## src/rtl/hazard_ctrl.sv

```systemverilog
`default_nettype none
// ============================================================================
// Module      : hazard_ctrl
// Description : Pipeline hazard unit: EX/MEM/WB destination tracking, operand
//               forwarding select, load-use stall and redirect flush.
//               Optional performance counters under macro HAZARD_PERF_EN.
// Revision    : 1.0 - initial release
// ============================================================================
module hazard_ctrl #(
   parameter int CNT_W = 32
) (
   input  logic             clk,
   input  logic             rst,
   input  logic [4:0]       id_rs1,
   input  logic [4:0]       id_rs2,
   input  logic [4:0]       id_rd,
   input  logic             id_rf1,
   input  logic             id_rf2,
   input  logic             id_we,
   input  logic             id_load,
   input  logic             id_redirect,
   output logic             stall,
   output logic             bubble,
   output logic             flush_ifid,
   output logic [1:0]       fwd_rs1,
   output logic [1:0]       fwd_rs2
`ifdef HAZARD_PERF_EN
   ,
   output logic [CNT_W-1:0] stall_cnt,
   output logic [CNT_W-1:0] flush_cnt
`endif
);

   typedef struct packed {
      logic [4:0] rd;
      logic       we;
      logic       load;
   } slot_t;

   localparam logic [1:0] c_FWD_RF  = 2'b00;
   localparam logic [1:0] c_FWD_EX  = 2'b01;
   localparam logic [1:0] c_FWD_MEM = 2'b10;
   localparam logic [1:0] c_FWD_WB  = 2'b11;

   slot_t r_ex;
   slot_t r_mem;
   slot_t r_wb;

   logic       w_ex_m1, w_mem_m1, w_wb_m1;
   logic       w_ex_m2, w_mem_m2, w_wb_m2;
   logic       w_stall;
   logic [1:0] w_fwd1, w_fwd2;

   if (CNT_W < 1) begin : g_cnt_w_check
      $error("hazard_ctrl: CNT_W must be at least 1");
   end

   function automatic logic slot_match(input slot_t s, input logic [4:0] rs, input logic rf);
      return s.we && (s.rd != 5'd0) && (s.rd == rs) && rf;
   endfunction

   function automatic logic [1:0] fwd_sel(input logic m_ex, input logic m_mem, input logic m_wb);
      if (m_ex)       return c_FWD_EX;
      else if (m_mem) return c_FWD_MEM;
      else if (m_wb)  return c_FWD_WB;
      else            return c_FWD_RF;
   endfunction

   always_comb begin
      w_ex_m1  = slot_match(r_ex,  id_rs1, id_rf1);
      w_mem_m1 = slot_match(r_mem, id_rs1, id_rf1);
      w_wb_m1  = slot_match(r_wb,  id_rs1, id_rf1);
      w_ex_m2  = slot_match(r_ex,  id_rs2, id_rf2);
      w_mem_m2 = slot_match(r_mem, id_rs2, id_rf2);
      w_wb_m2  = slot_match(r_wb,  id_rs2, id_rf2);
      w_fwd1   = fwd_sel(w_ex_m1, w_mem_m1, w_wb_m1);
      w_fwd2   = fwd_sel(w_ex_m2, w_mem_m2, w_wb_m2);
      w_stall  = (w_ex_m1 || w_ex_m2) && r_ex.load;
   end

   // Reset masks the slot-derived outputs so a stale slot cannot stall or forward.
   always_comb begin
      stall      = 1'b0;
      fwd_rs1    = c_FWD_RF;
      fwd_rs2    = c_FWD_RF;
      if (!rst) begin
         stall   = w_stall;
         fwd_rs1 = w_fwd1;
         fwd_rs2 = w_fwd2;
      end
      bubble     = stall;
      flush_ifid = id_redirect && !stall;
   end

   always_ff @(posedge clk) begin
      if (rst) begin
         r_ex  <= '0;
         r_mem <= '0;
         r_wb  <= '0;
      end else begin
         r_wb  <= r_mem;
         r_mem <= r_ex;
         if (bubble) begin
            r_ex <= '0;
         end else begin
            r_ex <= '{rd: id_rd, we: id_we, load: id_load};
         end
      end
   end

`ifdef HAZARD_PERF_EN
   logic [CNT_W-1:0] r_stall_cnt;
   logic [CNT_W-1:0] r_flush_cnt;

   always_ff @(posedge clk) begin
      if (rst) begin
         r_stall_cnt <= '0;
         r_flush_cnt <= '0;
      end else begin
         if (stall) begin
            r_stall_cnt <= r_stall_cnt + CNT_W'(1);
         end
         if (flush_ifid) begin
            r_flush_cnt <= r_flush_cnt + CNT_W'(1);
         end
      end
   end

   assign stall_cnt = r_stall_cnt;
   assign flush_cnt = r_flush_cnt;
`else
`endif

endmodule
`default_nettype wire

```

## config.mk

```make
export PLATFORM = sky130hd
export DESIGN_NAME = hazard_ctrl
export DESIGN_NICKNAME = d
export VERILOG_FILES = /design/src/rtl/hazard_ctrl.sv
export SDC_FILE = /design/constraint.sdc
export NUM_CORES = 1
export LEC_CHECK = 0
export CORE_UTILIZATION = 46
export CTS_CLUSTER_DIAMETER = 40
export DETAILED_ROUTE_END_ITERATION = 10
export GPL_ROUTABILITY_DRIVEN = 0
export PLACE_DENSITY = 0.77
export SETUP_SLACK_MARGIN = 0.3
export SYNTH_ARGS = -nofsm -noshare
export SYNTH_HDL_FRONTEND = slang
export SYNTH_SLANG_ARGS = --single-unit
```

## constraint.sdc

```tcl
create_clock -name clk -period 2.65 [get_ports clk]
set_input_delay 0.795 -clock clk [delete_from_list [all_inputs] [get_ports clk]]
set_output_delay 0.795 -clock clk [all_outputs]
set_load 0.01 [all_outputs]
```

==> metrics.md, run 1 <==
| Metric | Value |
|---|---|
| Syn avg cell area | 9.71 µm² |
| Chip width | 49.3 µm |
| Worst-path clk slew | 0.12 ns |
| Final worst-path cycle share | 109% |
| Drt initial violations | 22 |
| IO Pins | 29 |
| Cell area after synthesis | 0.00103 mm² |
| Flop2flop setup slack | 0.26 ns |
| Leading area contributor after synthesis | dfxtp_1 |
| DP Area | 0.00154 mm² |
| Int Pwr | 0.000446 W |
| Commonest register cell after synthesis | dfxtp_1 |
| F_max | 345 MHz |
| Area contributors post-synth | dfxtp_1 37%, xnor2_1 22%, nor2b_1 9.1%, nor3b_2 8.5%, nor3_1 3.4% |
| First-pass GRT wire length | 5.44 mm |
| Final Hold Fails | 0 |
| Gr usage total | 30.9% |
| Drt total wl | 3.51 mm |
| Setup violators final | 7 |
| H-tree levels | 1 |
| Area share of the leading cell type in the synthesized netlist | 36.9% |
| Critical-path top delay cell | or4_4 |
| Later-pin clock latency in the skew report | 0.30 ns |
| Largest net degree at the start of global routing | 14 |
| Post-synth ARST share | 0% |
| Clock power frac | 24.8% |
| Slew of the pin with the lowest slew margin | 0.303 ns |
| Psw | 0.000177 W |
| Met3 usage | 5.92% |
| Share of cells above drive strength 1 | 51.2% |
| Vias | 1040 |
| Max VDD drop | 0.593 mV |
| Initial Utilization | 50.4% |
| Post-DP HPWL | 1.99 mm |
| M1 GR Usage | 35.3% |
| Crit-path most repeated cell | buf_6 |
| FF-to-FF path depth | 11 |
| Worst slew margin | 79.7% |
| Worst r2r src | r_ex[5] |
| EDFF count, synth | 0 |
| Cell Chain, Critical Path | or4_4, o21ai_4, nor3_4, buf_6, buf_6, buf_6, nor3_4, buf_2 |
| Crit path launch type | flop |
| Net count reported at finish | 191 |
| Gate Count Post-Synth | 106 |
| Hold path cells | 1 |
| Drt wl/cell | 18.0 µm |
| Via/cell ratio | 5.33 |
| Sequential share of power | 49.7% |
| Net Count, Synth | 128 |
| Outcome | finished, violations left |
| Worst Hold Class | flop to flop |
| CP max stage delay | 0.55 ns |
| Initial antenna violation count | 0 |
| Unrepaired setup endpoints after global routing | true |
| YS warnings | 0 |
| GR peak layer | met2 |
| HP Start | r_mem[1] |
| Fillers | 103 |
| Critical path class | flop to output pin |
| WP data arrival | 2.11 ns |
| Root Driver | clkbuf_4 |
| Vias in the first global route | 1074 |
| First-pass DRT Iterations | 4 |
| Placeable Area | 0.00204 mm² |
| Hold Path End | r_wb[1] |
| Top cells by count, synth | 26 x xnor2_1, 19 x dfxtp_1, 15 x nor2b_1 |
| Area Overhead vs Synth | 70.6% |
| CP Capture Type | output pin |
| Clock net sink count | 19 |
| DRT antenna net count | 0 |
| Switching Share | 28.4% |
| Setup TNS | -1.30 ns |
| Power density over cell area | 354 mW/mm² |
| CTS Buf Count | 3 |
| Crit path time final | 2.90 ns |
| Seq/Total Area, Yosys | 36.9% |
| Worst hold margin | 0.507 ns |
| Critical R2R Capture | r_ex[0] |
| M2 GR Usage | 56.8% |
| FF+latch count, synth | 19 |
| CTS tree | yes |
| Unique masters post-synth | 21 |
| Worst slack at placement | -0.882 ns |
| Req. time, crit path | 1.86 ns |
| Fin Clk Skew | 0.00926 ns |
| Final WS setup | -0.251 ns |
| Count leader, synth | xnor2_1 |
| Diodes inserted | 0 |
| Number of buffers added on ports | 28 |
| Total grt overflow | 0 |
| Slew Limit Fails | 0 |
| Drc violations | 0 |
| Hold Buf Count CTS | 0 |
| Die Ht | 49.3 µm |
| Max-cap viol count | 0 |
| Final instance area | 0.00176 mm² |
| Maximum root-to-sink buffer count | 2 |
| CP Max Fanout | 2 |
| Die area | 0.00243 mm² |
| Combinational Power Share | 25.5% |
| Row count | 16 |
| Leakage power | 0.736 nW |
| Failing checks | negative setup slack |
## per-layer routing
layer / part of all wire, % / wire length (µm)
met4: 3.1 / 110
met1: 39 / 1360
met2: 53 / 1850
met3: 5.2 / 182
met5: 0 / 0
## logic make-up after synthesis
family / count (synthesis) / synth area share [%]
simple gates: 46 / 30.3
xor+xnor: 30 / 25.5
flops: 19 / 36.9
compound gates: 7 / 5.47
buf+inv: 4 / 1.82
## how the worst max path moves through the flow
stage	endpoint	slack (ns)	cells after the start	startpoint
floorplan	stall	0.21	5	id_rs2[1]
global placement	fwd_rs2[1]	-0.86	7	id_rs2[4]
detailed placement	bubble	-0.88	7	id_rs2[3]
CTS	flush_ifid	-0.24	7	r_ex[6]
global route	fwd_rs2[1]	-0.32	8	r_ex[5]
finish	fwd_rs2[1]	-0.25	8	r_ex[5]
## through the flow
stage / cells / util [%] / total power, W
floorplan: 106 / - / 0.000380
global placement: 179 / 75.4 / 0.000449
detailed placement: 179 / 75.4 / 0.000452
CTS: 194 / 82.6 / 0.000613
global route: 195 / 86.0 / 0.000652
finish: 195 / 86.0 / 0.000622
## state kept, by name (all words and copies together), names as in the netlist
name and cells:
r_ex 7, r_mem 6, r_wb 6
## power by group through the flow
stage	sequential [W]	combinational [W]	clock (W)
finish	0.000309	0.000159	0.000154
global route	0.000310	0.000168	0.000174
CTS	0.000308	0.000144	0.000161
detailed placement	0.000312	0.000140	0
global placement	0.000312	0.000137	0
floorplan	0.000315	0.0000651	0
## placed cells by master (no fill, tap or decap), drive strengths merged
| cell | Yosys | routed |
|---|---|---|
| buf | 1 | 44 |
| xnor2 | 26 | 26 |
| dfxtp | 19 | 19 |
| nor2b | 15 | 15 |
| clkdlybuf4s50 | 0 | 9 |
| nor3b | 7 | 7 |
| nor3 | 7 | 7 |
| nand4 | 5 | 5 |
| nand2 | 5 | 5 |
| clkdlybuf4s15 | 0 | 5 |
| xor2 | 4 | 4 |
| clkbuf | 2 | 4 |
| or4 | 3 | 3 |
| o21ai | 3 | 3 |
| nor2 | 2 | 2 |
| dlygate4sd2 | 0 | 2 |
| o21a | 2 | 2 |
| inv | 1 | 1 |
| nor4 | 1 | 1 |
| nand4b | 1 | 1 |
| a21oi | 1 | 1 |
| o211a | 1 | 1 |
| clkinv | 0 | 1 |
## critical path: cells and delay by family (launching register included)
family          cells  cell delay, ns
buf+inv             4            0.49
compound gates      1            0.20
simple gates        3            0.75
flops               1            0.35
## area by class of cell
type,instances,area (µm²),share of cell area (%)
multi-input cells,83,771,43.9
repair buffers,61,536,30.5
flip-flops and latches,19,385,21.9
well taps,27,33.8,1.92
clock buffers,3,22.5,1.28
clock inverters,1,5.00,0.285
inverters,1,3.75,0.214
## what timing repair did
item,in CTS,in global routing
resized for setup,85,16
setup buffers,11,1
pin swaps,27,11
endpoints found under the setup margin,7,14
(Power assumes the default switching activity.)
==> run 2: changes to the inputs <==
Settings changed: CAP_MARGIN from default to 20, TNS_END_PERCENT from default to 50.
==> metrics.md, run 2 (synthesized netlist as in run 1, its figures left out) <==
| Metric | Value |
|---|---|
| Outcome | finished, violations left (unchanged) |
| Failing checks | negative setup slack (unchanged) |
| Routed met1 length | 1.30 mm (was 1.36 mm) |
| Die Ht | 49.3 µm (unchanged) |
| Worst slew margin | 79.3% (was 79.7%) |
| Critical path class | flop to output pin (unchanged) |
| Int Pwr | 0.000445 W (was 0.000446 W) |
| Power density over cell area | 360 mW/mm² (was 354 mW/mm²) |
| H-tree levels | 1 (unchanged) |
| Drc violations | 0 (unchanged) |
| Highest metal used | met4 (unchanged) |
| Final instance area | 0.00174 mm² (was 0.00176 mm²) |
| Slew of the pin with the lowest slew margin | 0.310 ns (was 0.303 ns) |
| Diodes inserted | 0 (unchanged) |
| Largest net degree at the start of global routing | 14 (unchanged) |
| Psw | 0.000180 W (was 0.000177 W) |
| Chip width | 49.3 µm (unchanged) |
| Max FFs per register | 7 (unchanged) |
| CTS tree | yes (unchanged) |
| Post-DP HPWL | 1.99 mm (unchanged) |
| Largest registers | r_ex x7, r_mem x6, r_wb x6 (unchanged) |
| Worst-path clk slew | 0.12 ns (about the same) |
| Vias in the first global route | 1052 (was 1074) |
| Final WS setup | -0.234 ns (was -0.251 ns) |
| Max VDD drop | 0.371 mV (was 0.593 mV) |
| CP Capture Type | output pin (unchanged) |
| First-pass GRT wire length | 4.89 mm (was 5.44 mm) |
| CP Max Fanout | 2 (unchanged) |
| Placeable Area | 0.00204 mm² (unchanged) |
| Via/cell ratio | 5.37 (was 5.33) |
| Drt wl/cell | 17.3 µm (was 18.0 µm) |
| Gr usage total | 27.1% (was 30.9%) |
| Die area | 0.00243 mm² (unchanged) |
| Final worst-path cycle share | 109% (about the same) |
| Area of the multi-input gates | 816 µm² (was 771 µm²) |
| Clock net sink count | 19 (unchanged) |
| Number of buffers added on ports | 28 (unchanged) |
| Drt total wl | 3.35 mm (was 3.51 mm) |
| Initial Utilization | 50.4% (unchanged) |
| Slew Limit Fails | 0 (unchanged) |
| Later-pin clock latency in the skew report | 0.31 ns (was 0.30 ns) |
| Worst r2r src | r_ex[6] (was r_ex[5]) |
| Hold path cells | 1 (unchanged) |
| Switching Share | 28.8% (was 28.4%) |
| Drt initial violations | 18 (was 22) |
| Worst Hold Class | flop to flop (unchanged) |
| Max-cap viol count | 0 (unchanged) |
| CTS Buf Count | 3 (unchanged) |
| Flop2flop setup slack | 0.28 ns (was 0.26 ns) |
| Sequential share of power | 49.4% (was 49.7%) |
| Critical R2R Capture | r_ex[1] (was r_ex[0]) |
| HP Start | r_mem[1] (unchanged) |
| Hold Path End | r_wb[1] (unchanged) |
| Fin util | 85.1% (was 86.0%) |
| Req. time, crit path | 1.86 ns (about the same) |
| Fillers | 110 (was 103) |
| Total grt overflow | 0 (unchanged) |
| Commonest non-fill, non-tap cells in the layout | 27 x buf_4, 16 x xnor2_1, 15 x dfxtp_1 (was 25 x buf_4, 20 x xnor2_1, 15 x dfxtp_1) |
| F_max | 347 MHz (was 345 MHz) |
| Fin Clk Skew | 0.00561 ns (was 0.00926 ns) |
| Register bank with the most flops | r_ex (unchanged) |
| Amount of wire on met2 after detailed routing | 1.77 mm (was 1.85 mm) |
| Row count | 16 (unchanged) |
| Unrepaired setup endpoints after global routing | true (unchanged) |
| Crit path time final | 2.88 ns (was 2.90 ns) |
| Vias | 1041 (was 1040) |
| Share of cells above drive strength 1 | 55.1% (was 51.2%) |
| Combinational Power Share | 25.7% (was 25.5%) |
| Commonest non-fill, non-tap cell in the layout | buf_4 (unchanged) |
| Crit path launch type | flop (unchanged) |
| First-pass DRT Iterations | 4 (unchanged) |
| Root Driver | clkbuf_4 (unchanged) |
| FF-to-FF path depth | 11 (unchanged) |
| Final Hold Fails | 0 (unchanged) |
| Setup violators final | 7 (unchanged) |
| Reg area | 385 µm² (unchanged) |
| DRT antenna net count | 0 (unchanged) |
| Leakage power | 0.757 nW (was 0.736 nW) |
| WL met3 | 168 µm (was 182 µm) |
| Net count reported at finish | 190 (was 191) |
| Clock power frac | 24.9% (was 24.8%) |
| Crit path launch | r_ex[6] (was r_ex[5]) |
| WP data arrival | 2.09 ns (was 2.11 ns) |
| Total power | 0.000625 W (was 0.000622 W) |
| Area Overhead vs Synth | 68.8% (was 70.6%) |
| IO Pins | 29 (unchanged) |
| DP Area | 0.00154 mm² (unchanged) |
| Maximum root-to-sink buffer count | 2 (unchanged) |
| Initial antenna violation count | 0 (unchanged) |
## run 2: worst max-delay path: stages (launching register included)
cell     delay (ns)
dfxtp_2        0.34
or4_4          0.54
o21ai_4        0.19
nor3_4         0.08
buf_6          0.12
buf_6          0.10
buf_6          0.11
nor3_2         0.15
buf_2          0.15
## run 2: timing repair
item,CTS,global route
buffers inserted,9,2
resized for setup,68,37
setup endpoints to repair,7,14
pin swaps,19,21
gates cloned,0,0
hold buffers,0,0
## run 2: per-stage QoR
stage / instances / setup slack (ns) / TNS, ns / hold slack [ns]
floorplan: 106 / 0.213 / 0 / 0.434
global placement: 179 / -0.860 / -5.67 / 0.463
detailed placement: 179 / -0.882 / -5.99 / 0.482
CTS: 192 / -0.248 / -1.14 / 0.500
global route: 194 / -0.310 / -1.51 / 0.521
finish: 194 / -0.234 / -1.07 / 0.511
## run 2: power by group through the flow
stage	sequential [W]	combinational, W	clock [W]
5_1_grt	0.000310	0.000170	0.000172
3_3_place_gp	0.000312	0.000137	0
2_1_floorplan	0.000315	0.0000651	0
4_1_cts	0.000307	0.000140	0.000161
3_5_place_dp	0.000312	0.000140	0
6_report	0.000309	0.000161	0.000156
## run 2: layer usage
| layer | vias up | track usage [%] |
|---|---|---|
| met3 | 9 | 4.67 |
| met2 | 39 | 48.4 |
| li1 | 480 | - |
| met5 | - | 0 |
| met4 | 0 | 10.8 |
| met1 | 513 | 31.6 |
## run 2: how the worst max path moves through the flow
stage                       to  slack, ns  depth (start not counted)
finish              fwd_rs2[1]      -0.23                          8
global route        flush_ifid      -0.31                          7
CTS                 flush_ifid      -0.25                          7
detailed placement      bubble      -0.88                          7
global placement    fwd_rs2[1]      -0.86                          7
floorplan                stall       0.21                          5
## run 2: final cells by class
type / instances / area share [%]
multi-input cells: 83 / 46.9
repair buffers: 60 / 27.1
flip-flops and latches: 19 / 22.2
well taps: 27 / 1.94
clock buffers: 3 / 1.30
clock inverters: 1 / 0.288
inverters: 1 / 0.216
==> run 3: changes to the inputs <==
Settings changed: CORE_UTILIZATION 46 to 45.
==> metrics.md, run 3 (synthesized netlist as in run 1, its figures left out) <==
| Metric | Value |
|---|---|
| Unrepaired setup endpoints after global routing | true (unchanged) |
| Power density over cell area | 369 mW/mm² (was 360 mW/mm²) |
| Root Driver | clkbuf_4 (unchanged) |
| CP max stage delay | 0.54 ns (about the same) |
| Drt total wl | 2.82 mm (was 3.35 mm) |
| Setup violators final | 7 (unchanged) |
| Commonest non-fill, non-tap cell in the layout | buf_4 (unchanged) |
| Switching Share | 27.3% (was 28.8%) |
| Clock net sink count | 19 (unchanged) |
| First-pass GRT wire length | 4.65 mm (was 4.89 mm) |
| Worst Path Buf+Inv | 1 (was 4) |
| Final Hold Fails | 0 (unchanged) |
| Slew of the pin with the lowest slew margin | 0.310 ns (about the same) |
| Worst hold margin | 0.511 ns (about the same) |
| Highest metal used | met4 (unchanged) |
| Max-cap viol count | 0 (unchanged) |
| Row count | 16 (unchanged) |
| Amount of wire on met2 after detailed routing | 1.48 mm (was 1.77 mm) |
| Post-DP HPWL | 2.06 mm (was 1.99 mm) |
| Slew Limit Fails | 0 (unchanged) |
| Failing checks | negative setup slack (unchanged) |
| Psw | 0.000165 W (was 0.000180 W) |
| Crit path time final | 2.76 ns (was 2.88 ns) |
| IO Pins | 29 (unchanged) |
| CTS tree | yes (unchanged) |
| H-tree levels | 1 (unchanged) |
| Largest net degree at the start of global routing | 19 (was 14) |
| Critical path class | flop to output pin (unchanged) |
| Sequential share of power | 50.8% (was 49.4%) |
| Worst-path clk slew | 0.11 ns (was 0.12 ns) |
| FF-to-FF path depth | 7 (was 11) |
| Outcome | finished, violations left (unchanged) |
| Fin util | 79.7% (was 85.1%) |
| Net count reported at finish | 184 (was 190) |
| DP Area | 0.00153 mm² (was 0.00154 mm²) |
| Via/cell ratio | 5.12 (was 5.37) |
| Final WS setup | -0.113 ns (was -0.234 ns) |
| Hold Buf Count CTS | 0 (unchanged) |
| CP Max Fanout | 3 (was 2) |
| Max VDD drop | 0.425 mV (was 0.371 mV) |
| F_max | 362 MHz (was 347 MHz) |
| Drt initial violations | 14 (was 18) |
| Worst Hold Class | flop to flop (unchanged) |
| Clock power frac | 24.3% (was 24.9%) |
| First-pass DRT Iterations | 3 (was 4) |
| Worst slew margin | 79.2% (was 79.3%) |
| Crit path launch type | flop (unchanged) |
| Number of buffers added on ports | 28 (unchanged) |
| Largest registers | r_ex x7, r_mem x6, r_wb x6 (unchanged) |
| Initial antenna violation count | 0 (unchanged) |
| CP delay by family, top | simple AND/OR/NAND/NOR gates (unchanged) |
| Register bank with the most flops | r_ex (unchanged) |
| Max FFs per register | 7 (unchanged) |
| Later-pin clock latency in the skew report | 0.30 ns (was 0.31 ns) |
| Area Overhead vs Synth | 59.5% (was 68.8%) |
| Int Pwr | 0.000441 W (was 0.000445 W) |
| Number of cells on the critical path | 6 (was 8) |
| Cell Chain, Critical Path | or4_4, o21ai_4, nor3_4, o211a_1, nor2b_2, buf_2 (was or4_4, o21ai_4, nor3_4, buf_6, buf_6, buf_6, nor3_2, buf_2) |
| CTS Buf Count | 3 (unchanged) |
| Placeable Area | 0.00206 mm² (was 0.00204 mm²) |
| Drc violations | 0 (unchanged) |
| Gr usage total | 26.1% (was 27.1%) |
| Hold path cells | 1 (unchanged) |
| Die area | 0.00248 mm² (was 0.00243 mm²) |
| Req. time, crit path | 1.86 ns (about the same) |
| Vias | 962 (was 1041) |
| Chip width | 49.8 µm (was 49.3 µm) |
| Combinational Power Share | 24.9% (was 25.7%) |
| WL met3 | 60 µm (was 168 µm) |
| Total grt overflow | 0 (unchanged) |
| Commonest non-fill, non-tap cells in the layout | 23 x buf_4, 19 x xnor2_1, 15 x dfxtp_1 (was 27 x buf_4, 16 x xnor2_1, 15 x dfxtp_1) |
| Die Ht | 49.8 µm (was 49.3 µm) |
| DRT antenna net count | 0 (unchanged) |
| Diodes inserted | 0 (unchanged) |
| Final instance area | 0.00164 mm² (was 0.00174 mm²) |
| Drt wl/cell | 15.0 µm (was 17.3 µm) |
| Worst slack at placement | -0.853 ns (was -0.882 ns) |
| Fin Clk Skew | 0.00591 ns (was 0.00561 ns) |
| Final worst-path cycle share | 104% (was 109%) |
| Maximum root-to-sink buffer count | 2 (unchanged) |
| Critical-path top delay cell | or4_4 (unchanged) |
| CP Capture Type | output pin (unchanged) |
| Routed met1 length | 1.19 mm (was 1.30 mm) |
| Leakage power | 0.708 nW (was 0.757 nW) |
| WP data arrival | 1.97 ns (was 2.09 ns) |
| Share of cells above drive strength 1 | 50.9% (was 55.1%) |
| Vias in the first global route | 1011 (was 1052) |
| Initial Utilization | 49.9% (was 50.4%) |
## run 3: routing by layer
metal	global-route usage (%)	vias to the layer above
met5	0	-
met4	12.9	0
met3	4.01	8
met2	47.7	21
met1	28.8	463
li1	-	470
## run 3: cell type report
| type | count | area, µm² |
|---|---|---|
| multi-input cells | 83 | 774 |
| fillers | 125 | 419 |
| clock buffers | 3 | 22.5 |
| flip-flops and latches | 19 | 385 |
| inverters | 1 | 3.75 |
| clock inverters | 1 | 5.00 |
| repair buffers | 54 | 418 |
| well taps | 27 | 33.8 |
## run 3: power groups by stage
stage,Clock [W],Sequential [W],Combinational [W]
finish,0.000147,0.000308,0.000151
global route,0.000170,0.000310,0.000161
CTS,0.000151,0.000308,0.000145
detailed placement,0,0.000312,0.000140
global placement,0,0.000312,0.000136
floorplan,0,0.000315,0.0000651
## run 3: worst register-to-register path, delay by kind of cell, from the launching register on
family	cells	cell delay, ns
simple gates	3	0.77
compound gates	2	0.45
flops	1	0.33
buf+inv	2	0.25
## run 3: through the flow
stage | TNS (ns) | instances | power [W]
2_1_floorplan | 0 | 106 | 0.000380
3_3_place_gp | -5.63 | 178 | 0.000448
3_5_place_dp | -5.89 | 178 | 0.000453
4_1_cts | -0.546 | 185 | 0.000604
5_1_grt | -0.892 | 188 | 0.000641
6_report | -0.434 | 188 | 0.000607
## run 3: final timing paths
path | slack, ns | from | endpoint
worst max-delay path | -0.11 | r_ex[5] | flush_ifid
worst min-delay path | 0.51 | r_ex[1] | r_mem[1]
worst max register to register | 0.77 | r_ex[5] | r_ex[1]
worst min register to register | 0.51 | r_ex[1] | r_mem[1]
## run 3: repair_timing
action                                  in CTS  in global routing
pin swaps                                   25                 16
setup buffers                                3                  3
gates cloned                                 0                  0
endpoints found under the setup margin       7                  7
resized for setup                           88                 13
